<file path="src/rtl/fft_frame_buffer_if.sv">
// Handshake and data bundle for fft_frame_buffer.
// The slave modport is the buffer's view; the master modport is the upstream/downstream environment.
interface fft_frame_buffer_if #(
   parameter int DATA_WIDTH = 16,
   parameter int NUM_CH     = 32
);
   localparam int CNT_W = $clog2(NUM_CH);

   logic                         mode_ser_in;
   logic                         mode_ser_out;
   logic                         s_valid;
   logic                         s_ready;
   logic [DATA_WIDTH-1:0]        s_data_ser;
   logic [NUM_CH*DATA_WIDTH-1:0] s_data_par;
   logic                         m_valid;
   logic                         m_ready;
   logic [NUM_CH*DATA_WIDTH-1:0] m_data_par;
   logic [DATA_WIDTH-1:0]        m_data_ser;
   logic [CNT_W-1:0]             m_index;
   logic                         m_last;

   modport master (
      output mode_ser_in, mode_ser_out, s_valid, s_data_ser, s_data_par, m_ready,
      input  s_ready, m_valid, m_data_par, m_data_ser, m_index, m_last
   );

   modport slave (
      input  mode_ser_in, mode_ser_out, s_valid, s_data_ser, s_data_par, m_ready,
      output s_ready, m_valid, m_data_par, m_data_ser, m_index, m_last
   );
endinterface

</file>
<file path="src/rtl/fft_frame_buffer.sv">
// One-frame sample buffer with valid/ready on both sides; loads a frame in parallel or
// serially and presents it in parallel or drains it serially, mode latched per frame.
module fft_frame_buffer #(
   parameter int DATA_WIDTH = 16,
   parameter int NUM_CH     = 32
) (
   input  logic             clk,
   input  logic             rst,
   input  logic             flush,
   fft_frame_buffer_if.slave bus
);
   localparam int CNT_W = $clog2(NUM_CH);
   localparam logic [1:0] ST_FILL  = 2'd0;
   localparam logic [1:0] ST_HOLD  = 2'd1;
   localparam logic [1:0] ST_DRAIN = 2'd2;
   localparam logic [CNT_W-1:0] IDX_ZERO = {CNT_W{1'b0}};
   localparam logic [CNT_W-1:0] IDX_ONE  = {{(CNT_W-1){1'b0}}, 1'b1};
   localparam logic [CNT_W-1:0] IDX_LAST = CNT_W'(NUM_CH - 1);

   logic [1:0]            state_q, state_d;
   logic [CNT_W-1:0]      wr_idx_q, wr_idx_d;
   logic [CNT_W-1:0]      rd_idx_q, rd_idx_d;
   logic                  mode_in_q, mode_in_d;
   logic                  mode_out_q, mode_out_d;
   logic [DATA_WIDTH-1:0] bank_q [NUM_CH];
   logic [DATA_WIDTH-1:0] bank_d [NUM_CH];

   logic                         s_ready_s, m_valid_s, m_last_s;
   logic [DATA_WIDTH-1:0]        m_data_ser_s;
   logic [CNT_W-1:0]             m_index_s;
   logic [NUM_CH*DATA_WIDTH-1:0] m_data_par_s;
   logic                         s_fire_s, frame_start_s, in_ser_s, out_ser_s;

   // Output-side decode; HOLD accepts a new parallel frame only when the current one leaves.
   always_comb begin
      s_ready_s    = 1'b0;
      m_valid_s    = 1'b0;
      m_last_s     = 1'b0;
      m_data_ser_s = {DATA_WIDTH{1'b0}};
      m_index_s    = IDX_ZERO;
      case (state_q)
         ST_FILL: begin
            s_ready_s = 1'b1;
         end
         ST_HOLD: begin
            m_valid_s = 1'b1;
            m_last_s  = 1'b1;
            s_ready_s = bus.m_ready && !bus.mode_ser_in;
         end
         ST_DRAIN: begin
            m_valid_s    = 1'b1;
            m_last_s     = (rd_idx_q == IDX_LAST);
            m_data_ser_s = bank_q[rd_idx_q];
            m_index_s    = rd_idx_q;
         end
         default: begin
            s_ready_s = 1'b0;
         end
      endcase
   end

   // Pack the bank onto the parallel output bus.
   always_comb begin
      m_data_par_s = {(NUM_CH*DATA_WIDTH){1'b0}};
      for (int i = 0; i < NUM_CH; i++) begin
         m_data_par_s[i*DATA_WIDTH +: DATA_WIDTH] = bank_q[i];
      end
   end

   assign bus.s_ready    = rst ? 1'b0 : s_ready_s;
   assign bus.m_valid    = rst ? 1'b0 : m_valid_s;
   assign bus.m_last     = m_last_s;
   assign bus.m_data_ser = m_data_ser_s;
   assign bus.m_index    = m_index_s;
   assign bus.m_data_par = m_data_par_s;

   assign s_fire_s      = bus.s_valid && bus.s_ready;
   assign frame_start_s = s_fire_s && (((state_q == ST_FILL) && (wr_idx_q == IDX_ZERO)) ||
                                       (state_q == ST_HOLD));
   assign in_ser_s      = frame_start_s ? bus.mode_ser_in  : mode_in_q;
   assign out_ser_s     = frame_start_s ? bus.mode_ser_out : mode_out_q;

   // Next-state logic; flush wins over any coincident beat and leaves the bank alone.
   always_comb begin
      state_d    = state_q;
      wr_idx_d   = wr_idx_q;
      rd_idx_d   = rd_idx_q;
      mode_in_d  = mode_in_q;
      mode_out_d = mode_out_q;
      for (int i = 0; i < NUM_CH; i++) begin
         bank_d[i] = bank_q[i];
      end
      if (flush) begin
         state_d  = ST_FILL;
         wr_idx_d = IDX_ZERO;
         rd_idx_d = IDX_ZERO;
      end else begin
         if (frame_start_s) begin
            mode_in_d  = bus.mode_ser_in;
            mode_out_d = bus.mode_ser_out;
         end else begin
            mode_in_d  = mode_in_q;
            mode_out_d = mode_out_q;
         end
         case (state_q)
            ST_FILL: begin
               if (s_fire_s && in_ser_s) begin
                  bank_d[wr_idx_q] = bus.s_data_ser;
                  if (wr_idx_q == IDX_LAST) begin
                     wr_idx_d = IDX_ZERO;
                     state_d  = out_ser_s ? ST_DRAIN : ST_HOLD;
                  end else begin
                     wr_idx_d = wr_idx_q + IDX_ONE;
                  end
               end else if (s_fire_s) begin
                  for (int i = 0; i < NUM_CH; i++) begin
                     bank_d[i] = bus.s_data_par[i*DATA_WIDTH +: DATA_WIDTH];
                  end
                  state_d = out_ser_s ? ST_DRAIN : ST_HOLD;
               end else begin
                  state_d = ST_FILL;
               end
            end
            ST_HOLD: begin
               if (bus.m_ready && s_fire_s) begin
                  for (int i = 0; i < NUM_CH; i++) begin
                     bank_d[i] = bus.s_data_par[i*DATA_WIDTH +: DATA_WIDTH];
                  end
                  state_d = out_ser_s ? ST_DRAIN : ST_HOLD;
               end else if (bus.m_ready) begin
                  state_d = ST_FILL;
               end else begin
                  state_d = ST_HOLD;
               end
            end
            ST_DRAIN: begin
               if (bus.m_ready && (rd_idx_q == IDX_LAST)) begin
                  rd_idx_d = IDX_ZERO;
                  state_d  = ST_FILL;
               end else if (bus.m_ready) begin
                  rd_idx_d = rd_idx_q + IDX_ONE;
               end else begin
                  rd_idx_d = rd_idx_q;
               end
            end
            default: begin
               state_d = ST_FILL;
            end
         endcase
      end
   end

   // State and bank registers with synchronous reset.
   always_ff @(posedge clk) begin
      if (rst) begin
         state_q    <= ST_FILL;
         wr_idx_q   <= IDX_ZERO;
         rd_idx_q   <= IDX_ZERO;
         mode_in_q  <= 1'b0;
         mode_out_q <= 1'b0;
         for (int i = 0; i < NUM_CH; i++) begin
            bank_q[i] <= {DATA_WIDTH{1'b0}};
         end
      end else begin
         state_q    <= state_d;
         wr_idx_q   <= wr_idx_d;
         rd_idx_q   <= rd_idx_d;
         mode_in_q  <= mode_in_d;
         mode_out_q <= mode_out_d;
         for (int i = 0; i < NUM_CH; i++) begin
            bank_q[i] <= bank_d[i];
         end
      end
   end
endmodule

</file>
<file path="src/flat_wrapper.sv">
// flat-port wrapper written by rule: the top's interface ports become plain ports
module fft_frame_buffer_flat 
#(
   parameter int DATA_WIDTH = 16,
   parameter int NUM_CH     = 32
)
  (clk, rst, flush, bus_mode_ser_in, bus_mode_ser_out, bus_s_valid, bus_s_data_ser, bus_s_data_par, bus_m_ready, bus_s_ready, bus_m_valid, bus_m_data_par, bus_m_data_ser, bus_m_index, bus_m_last);
  fft_frame_buffer_if #(.DATA_WIDTH(DATA_WIDTH), .NUM_CH(NUM_CH)) bus_i ();
  input  logic clk;
  input  logic rst;
  input  logic flush;
  input wire logic [$bits(bus_i.mode_ser_in)-1:0] bus_mode_ser_in;
  input wire logic [$bits(bus_i.mode_ser_out)-1:0] bus_mode_ser_out;
  input wire logic [$bits(bus_i.s_valid)-1:0] bus_s_valid;
  input wire logic [$bits(bus_i.s_data_ser)-1:0] bus_s_data_ser;
  input wire logic [$bits(bus_i.s_data_par)-1:0] bus_s_data_par;
  input wire logic [$bits(bus_i.m_ready)-1:0] bus_m_ready;
  output wire logic [$bits(bus_i.s_ready)-1:0] bus_s_ready;
  output wire logic [$bits(bus_i.m_valid)-1:0] bus_m_valid;
  output wire logic [$bits(bus_i.m_data_par)-1:0] bus_m_data_par;
  output wire logic [$bits(bus_i.m_data_ser)-1:0] bus_m_data_ser;
  output wire logic [$bits(bus_i.m_index)-1:0] bus_m_index;
  output wire logic [$bits(bus_i.m_last)-1:0] bus_m_last;
  assign bus_i.mode_ser_in = bus_mode_ser_in;
  assign bus_i.mode_ser_out = bus_mode_ser_out;
  assign bus_i.s_valid = bus_s_valid;
  assign bus_i.s_data_ser = bus_s_data_ser;
  assign bus_i.s_data_par = bus_s_data_par;
  assign bus_i.m_ready = bus_m_ready;
  assign bus_s_ready = bus_i.s_ready;
  assign bus_m_valid = bus_i.m_valid;
  assign bus_m_data_par = bus_i.m_data_par;
  assign bus_m_data_ser = bus_i.m_data_ser;
  assign bus_m_index = bus_i.m_index;
  assign bus_m_last = bus_i.m_last;
  fft_frame_buffer #(.DATA_WIDTH(DATA_WIDTH), .NUM_CH(NUM_CH)) u_core (.clk(clk), .rst(rst), .flush(flush), .bus(bus_i));
endmodule
</file>
<file path="config.mk">
export PLATFORM = sky130hd
export DESIGN_NAME = fft_frame_buffer_flat
export DESIGN_NICKNAME = d
export VERILOG_FILES = /design/src/rtl/fft_frame_buffer_if.sv /design/src/rtl/fft_frame_buffer.sv /design/src/flat_wrapper.sv
export SDC_FILE = /design/constraint.sdc
export NUM_CORES = 1
export LEC_CHECK = 0
export BUFFER_PORTS_ARGS = -buffer_cell sky130_fd_sc_hd__buf_2
export CAP_MARGIN = 40
export CELL_PAD_IN_SITES_DETAIL_PLACEMENT = 0
export CELL_PAD_IN_SITES_GLOBAL_PLACEMENT = 2
export CORE_AREA = 2 2 421 423
export CTS_CLUSTER_DIAMETER = 100
export DETAILED_ROUTE_END_ITERATION = 8
export DIE_AREA = 0 0 423 425
export PLACE_DENSITY_LB_ADDON = 0.1
export RECOVER_POWER = 25
export SLEW_MARGIN = 20
export SYNTH_ARGS = -nofsm -noshare
export SYNTH_HDL_FRONTEND = slang
export SYNTH_SLANG_ARGS = --single-unit
</file>
<file path="constraint.sdc">
create_clock -name clk -period 2.5 [get_ports clk]
set_clock_uncertainty 0.1 [all_clocks]
set_input_delay 0.5 -clock clk [delete_from_list [all_inputs] [get_ports clk]]
set_output_delay 0.5 -clock clk [all_outputs]
set_load 0.01 [all_outputs]
</file>
# After elaboration in Yosys (flattened, before gate mapping)
# Memories as Yosys holds them, arrays and structs flattened. A register that Yosys moved wholly into a read port is not among the register bits.
# Index checks and enable logic that the tools add are counted.
word_totals:
  inputBits: 535
  ff_bits: 14
  ramBits: 512
  mem_count: 1
  mem_bits_ro: 0
  output_inout_bits: 536
  latchBits: 0
  word_cells: 132
memory_table:
  columns: ["memory", "words", "width", "rd", "rd_ports_with_merged_regs", "wr", "line", "rtl"]
  rows:
  - ["u_core.bank_q", 32, 16, 33, 1, 32, "fft_frame_buffer.sv:25", "logic [DATA_WIDTH-1:0] bank_q [NUM_CH];"]
classes:
  n_mux: 65
  n_reduce_logical: 18
  bitwise: 33
  n_div: 0
  magnitude_cmp: 2
  n_shift: 0
  n_mul: 0
  eq_ne: 6
  add_sub_neg: 2
ops:
  columns: ["operator", "n"]
  rows:
  - ["512-bit two-way mux", 4]
  - ["512-bit case mux with 2 select lines", 1]
  - ["16-bit two-way mux", 34]
  - ["512-bit bitwise mux", 1]
  - ["16-bit demux with 5-bit select", 1]
  - ["1-bit OR", 32]
  - ["5-bit two-way mux", 6]
  - ["2-bit two-way mux", 6]
  - ["5-bit by 1-bit adder with 5-bit output, second input constant", 2]
  - ["5-bit equality test, second input constant", 2]
  - ["1-bit two-way mux", 9]
  - ["1-bit logical AND", 8]
  - ["6-bit greater-or-equal comparator, second input constant", 1]
  - ["6-bit by 1-bit < comparator with 1-bit output, second input constant", 1]
  - ["5-bit inverter with 6-bit output", 1]
  - ["2-bit case mux with 3 select lines", 1]
  - ["2-bit AND reduction", 3]
  - ["5-bit zero test", 1]
  - ["1-bit case mux with 2 select lines", 2]
  - ["2-bit OR reduction", 2]
  - ["3-bit != test, second input constant", 1]
  - ["2-bit by 1-bit equality test with 1-bit output, second input constant", 1]
  - ["2-bit equality test, second input constant", 1]
  - ["2-bit zero test", 1]
  - ["other kinds (4)", 4]

# Depth between registers and ports, before layout
# Gate-level depths: netlist of run 1.
depth:
  depth_word: 12
  ltp_mapped: 11

# Worst setup path after synthesis of run 1
# Ideal clock, no wire load.
synth_path:
  path_kind: "reg-to-reg"
  startpoint: "register u_core.wr_idx_q[0]"
  endpoint: "memory u_core.bank_q[27][10]"
  path_stages_with_launch: 11
  period_less_slack_ns: 2.600
  path_slack_ns: -0.100
  t_arrival_ns: 2.413
  required_ns: 2.313
  path_cell_list: "dfxtp_1 -> inv_1 -> ha_1 -> nor4b_4 -> mux2_4 -> and2_1 -> buf_4 -> buf_12 -> a21o_1 -> buf_2 -> a221oi_2"
synth_rtl:
  columns: ["element", "line", "rtl"]
  rows:
  - ["from (decl)", "fft_frame_buffer.sv:21", "logic [CNT_W-1:0] wr_idx_q, wr_idx_d;"]
  - ["from (signal assigned)", "fft_frame_buffer.sv:166", "wr_idx_q <= wr_idx_d;"]
  - ["to (decl)", "fft_frame_buffer.sv:25", null]

==> results of run 1 <==
[per-stage QoR]
step           setup TNS, ns  cell area [um^2]  util (%)  instances  hold slack (ns)
4_1_cts               -89.01             51600      29.4       7207          0.00178
6_report              -78.23             55000      31.4       7288           0.0401
3_5_place_dp          -18.45             44500      25.4       6936            0.373
5_1_grt              -126.94             55000      31.4       7263           0.0184
3_3_place_gp          -15.10             44500      25.4       6936            0.371
2_1_floorplan         -0.397             32300         -       3366            0.376
[worst register-to-register path: cells and delay by family, from the launching register on]
kind                     cells  cell delay [ns]
flip-flops                   1             0.32
AND/OR/NAND/NOR              2             0.44
buffers and inverters        6             0.73
AO/OA/AOI/OAI                2             0.52
adder cells (fa/ha/maj)      1             0.14
multiplexers                 1             0.42
[flip-flops by register name (all words and copies together), names as in the netlist, named ones only]
name / count
u_core.bank_q: 512
u_core.rd_idx_q: 5
u_core.wr_idx_q: 5
u_core.state_q: 2
u_core.mode_in_q: 1
u_core.mode_out_q: 1
[layer usage]
layer	up-vias	routed length (um)	global-route usage [%]
met3	431	14300	4.33
met4	14	14500	13.9
met1	19400	113000	35.7
met2	1679	145000	53.1
met5	-	81	0
li1	15900	-	-
[cell usage in the layout (no fill, tap or decap), types with 130 or more instances in the layout]
cell and n:
inv_1 437, buf_4 424, dfxtp_1 522, or2_2 130
buf_12 178, a221oi_2 436, nand4b_1 240, or3_1 130
mux4_2 144, clkbuf_1 146, buf_2 936, mux2i_1 229
[power breakdown]
group,leakage [nW],internal [mW],total [mW],switching (mW)
clock,1.21,6.51,11.4,4.85
sequential,4.31,8.76,9.29,0.529
combinational,14.1,2.43,5.72,3.29
total,19.6,17.7,26.4,8.66
[repair_timing]
item / 4_1_cts / 5_1_grt
hold endpoints to repair: 2 / 0
endpoints found under the setup margin: 296 / 537
pin swaps: 230 / 360
setup buffers: 83 / 32
gates cloned: 65 / 26
resized for setup: 541 / 752
hold buffers: 2 / 0
[area by class of cell]
type / count / area (um^2)
timing repair buffer: 1814 / 14900
inverter: 454 / 1720
fill: 18600 / 120000
multi-input combinational: 1971 / 22300
tap: 2340 / 2930
clock buffer: 117 / 2330
antenna: 47 / 118
clock inverter: 14 / 138
sequential: 531 / 10600
[cell families after synthesis]
logic type	count (synthesis)	share of synthesized area, %
buffers and inverters	865	11.8
AO/OA/AOI/OAI	845	21.9
AND/OR/NAND/NOR	695	14.4
flip-flops	531	32.9
multiplexers	420	18.6
adder cells (fa/ha/maj)	10	0.387
[how the worst min path moves through the flow]
stage                           from                    end  depth (start not counted)
2_1_floorplan      u_core.mode_out_q      u_core.mode_out_q                          2
3_3_place_gp   u_core.bank_q[13][13]  u_core.bank_q[13][13]                          2
3_5_place_dp   u_core.bank_q[13][13]  u_core.bank_q[13][13]                          2
4_1_cts          bus_s_data_par[149]    u_core.bank_q[9][5]                          3
5_1_grt            bus_s_data_par[5]    u_core.bank_q[0][5]                          3
6_report           bus_s_data_par[4]    u_core.bank_q[0][4]                          3
==> metrics, run 1 <==
status finished, violations left; violated checks negative setup slack; clock sinks 531; Skew-Pair Late Insertion Delay 0.67 ns; Reg2Reg Depth 12; Root Buffer clkbuf_16; Worst Tran Pin Value 1.39 ns; WL/cell 39.4 um; count leader, synth dfxtp_1; Design Power 26.4 mW; Peak VDD IR 0.400 mV; Post-synth EDFFs 0; final wirelength 287 mm; synthesis-stage register bit count 531; post-DP HPWL 205 mm; Final ANT Viol Nets 0; Leak 19.6 nW; Worst path depth 7; initial antenna violation count 63; FF-to-FF Start u_core.wr_idx_q[0]; Final Hold Vio Count 0; top-area cell type share of the netlist area 32.9%; syn nets 3911; Global Route Usage Sum 30.0%; share of flip-flops with an asynchronous set or reset 0%; vias per std cell 5.13; initial cell density of the core 18.4%; achievable frequency 0.286 GHz; CP Launch Type flop; Synth warnings 0; Die Span Y 425 um; vias in the first global route 37200; slew margin rel. 7.41%; Critical Path, Cell by Cell buf_6, buf_4, mux4_2, mux4_2, inv_4, a221oi_2, buf_2; Core Rows 154; worst reg2reg setup slack -0.27 ns; share of cells above drive strength 1 59.0%; Power Density 479 nW/um^2; crit path max-delay cell type mux4_2; Max Root-Sink Buffers 3; H-tree Lvls 3; pins over their slew limit 0; top cells by count, synth dfxtp_1 (531), inv_1 (454), a221oi_1 (337); Hold Path Class in2reg; Num CTS Buffers 79; max-cap violation count 0; Avg Inst Size Synth 9.60 um^2; crit end category primary output; area of the die 180000 um^2; Cells after Synth 3366; GP Congestion 0.865; via count 37400; CTS tree done; DRC Markers 0; WP data required 1.90 ns; Final Cycle Share 140%; arrival time worst endpoint 2.89 ns; CTS clk-pin slew, worst paths 0.06 ns; gr ovfl total 0; Setup crit end bus_m_data_ser[15]; # IOs 1071; Mapped Area 32300 um^2; largest net degree at the start of global routing 138; first-pass GRT wire length 366 mm; critical path's top delay family multiplexers; library cells used by synthesis 46; worst r2r dst u_core.bank_q[15][12]; pre-CTS WS -0.530 ns; RSZ-0062 raised after global routing yes; fin nets 5396; Iteration-0 DRC Markers 3358; Buf+Inv Stages, Crit Path 4; CP max stage delay 0.57 ns; Top FF cell, synth dfxtp_1; Die W 423 um; Worst Setup Path Type reg2out; most used cell, CP mux4_2; Synth-to-Final Area Change 70.4%; Port-buffer cells 1070; Final setup viols 524; DRT Pass-1 Iters 6; Critical Path Fanout Max 4; register area share after synthesis 32.9%; slack of the critical path -0.993 ns; Synth area leaders dfxtp_1 (33%), mux4_2 (10%), a221oi_1 (9.1%); min cycle time layout 3.49 ns; cell taking the most area after synthesis dfxtp_1; Core Region 175000 um^2
(Power assumes the default switching activity.)
==> run 2, diff against run 1 <==
CORE_AREA = 8 8 415 417   (was 2 2 421 423)
PLACE_DENSITY_LB_ADDON = 0.25   (was 0.1)
==> metrics, run 2 (same netlist as run 1, synthesis figures left out) <==
post-DP HPWL 202 mm (-1.6%); Worst Setup Path Type reg2out; pre-CTS WS -0.931 ns (-0.401 ns); crit path max-delay cell type mux4_2; worst reg2reg setup slack -0.32 ns (-0.05 ns); Leak 20.0 nW (+1.8%); RSZ-0062 raised after global routing yes; initial cell density of the core 19.5% (+1.0 points); arrival time worst endpoint 3.05 ns (+0.16 ns); Global Route Usage Sum 28.8% (-1.3 points); vias in the first global route 37500 (+0.72%); Peak VDD IR 0.523 mV (+31%); WP data required 1.90 ns (about the same); Die W 423 um (unchanged); slew margin rel. 23.3% (+16 points); gr ovfl total 0 (unchanged); status finished, violations left; CP Launch Type flop; Final Cycle Share 146% (+6.2 points); final core occ 33.4% (+2.0 points); pins over their slew limit 0 (unchanged); min cycle time layout 3.65 ns (+0.155 ns); Iteration-0 DRC Markers 3173 (-5.5%); Num CTS Buffers 78 (-1.3%); GP Congestion 0.905 (+4.6%); CP max stage delay 0.61 ns (+0.04 ns); Port-buffer cells 1070 (unchanged); DRC Markers 0 (unchanged); WL/cell 38.5 um (-2.3%); worst min-delay path startpoint bus_s_data_par[14]; share of cells above drive strength 1 59.6% (+0.57 points); crit end category primary output; Root Buffer clkbuf_16; max-cap violation count 0 (unchanged); commonest non-fill, non-tap cell in the layout buf_2; critical path's top delay family multiplexers; fin nets 5485 (+1.6%); Worst Tran Pin Value 1.15 ns (-0.238 ns); Final Hold Vio Count 0 (unchanged); Critical Path Fanout Max 5 (+1); DRT Pass-1 Iters 5 (-1); area of the die 180000 um^2 (unchanged); Buf+Inv Stages, Crit Path 4 (unchanged); # IOs 1071 (unchanged); most frequent cells in the layout buf_2 (944), dfxtp_1 (522), buf_4 (500); Final setup viols 508 (-3.1%); CTS clk-pin slew, worst paths 0.06 ns (about the same); Reg2Reg Depth 12 (unchanged); Largest regs u_core.bank_q (512), u_core.rd_idx_q (5), u_core.wr_idx_q (5); violated checks antenna violations, negative setup slack; CTS tree done; FF-to-FF Start u_core.wr_idx_q[1]; Critical Path, Cell by Cell buf_4, buf_4, mux4_2, mux4_2, clkinvlp_4, a221oi_4, buf_2; final wirelength 280 mm (-2.6%); Max Root-Sink Buffers 3 (unchanged); clock sinks 531 (unchanged); max reg flops 512 (unchanged); Final ANT Viol Nets 1 (+1); slack of the critical path -1.15 ns (-0.155 ns); achievable frequency 0.274 GHz (-4.3%); H-tree Lvls 3 (unchanged); first-pass GRT wire length 359 mm (-2.0%); Core Region 166000 um^2 (-5.4%); Core Rows 150 (-2.6%); Power Density 485 nW/um^2 (+1.2%); vias per std cell 5.25 (+2.3%); Hold Path Depth 3 (unchanged); Reg with most FFs u_core.bank_q; Worst path depth 7 (unchanged); initial antenna violation count 82 (+30%); largest net degree at the start of global routing 126 (-8.7%); via count 38100 (+2.0%); Die Span Y 425 um (unchanged); Hold Path Class in2reg; Skew-Pair Late Insertion Delay 0.70 ns (+0.03 ns); Synth-to-Final Area Change 71.4%
[run 2: cell count changes in the layout (fill, tap and decap cells not counted), sizes merged]
cell | previous run | this run
clkbuf | 266 | 270
buf | 1662 | 1730
bufbuf | 1 | 2
diode | 47 | 65
bufinv | 1 | 7
clkinvlp | 3 | 5
inv | 453 | 452
clkinv | 11 | 20
dlygate4sd3 | 2 | 9
[run 2: report_power, final]
part / internal, mW / switching (mW)
Combinational: 2.46 / 3.25
Clock: 7.09 / 4.84
Sequential: 8.76 / 0.453
Total: 18.3 / 8.55
[run 2: what timing repair did]
action | CTS | global route
hold buffers | 9 | 0
pin swaps | 153 | 372
endpoints found under the hold margin | 9 | 0
setup buffers | 63 | 56
resized for setup | 643 | 617
gates cloned | 52 | 22
endpoints found under the setup margin | 370 | 527
[run 2: path summary, 6_finish.rpt]
path                            to
min reg2reg  u_core.bank_q[27][15]
min           u_core.bank_q[0][14]
max              bus_m_data_ser[9]
max reg2reg  u_core.bank_q[15][14]
[run 2: stage by stage]
stage	area, um^2	power, mW	TNS (ns)	hold WS [ns]	instances
6_report	55400	26.8	-95.14	0.0189	7266
5_1_grt	55300	27.5	-136.47	0.0123	7232
4_1_cts	52100	26.4	-92.37	0.00115	7149
3_5_place_dp	45000	13.7	-18.60	0.378	6892
3_3_place_gp	44900	13.7	-16.12	0.381	6890
2_1_floorplan	32300	10.9	-0.397	0.376	3366
[run 2: layout make-up]
cell class | count | area (um^2)
inverters | 454 | 1740
clock inverters | 30 | 405
flip-flops and latches | 531 | 10700
multi-input cells | 1971 | 22200
fillers | 17400 | 111000
well taps | 2204 | 2760
repair buffers | 1904 | 15200
clock buffers | 107 | 2270
diodes | 65 | 163
[run 2: metal layers]
metal / GRT usage (%) / routed length (um) / vias up
met2: 49.8 / 137000 / 1961
met1: 34.6 / 109000 / 19600
li1: - / - / 16000
met3: 4.46 / 17000 / 528
met5: 0 / 49 / -
met4: 14.2 / 16700 / 8
[run 2: tightest hold or removal path: stages]
cell,delay (ns)
buf_2,0.11
a221oi_2,0.07
nor3_2,0.09
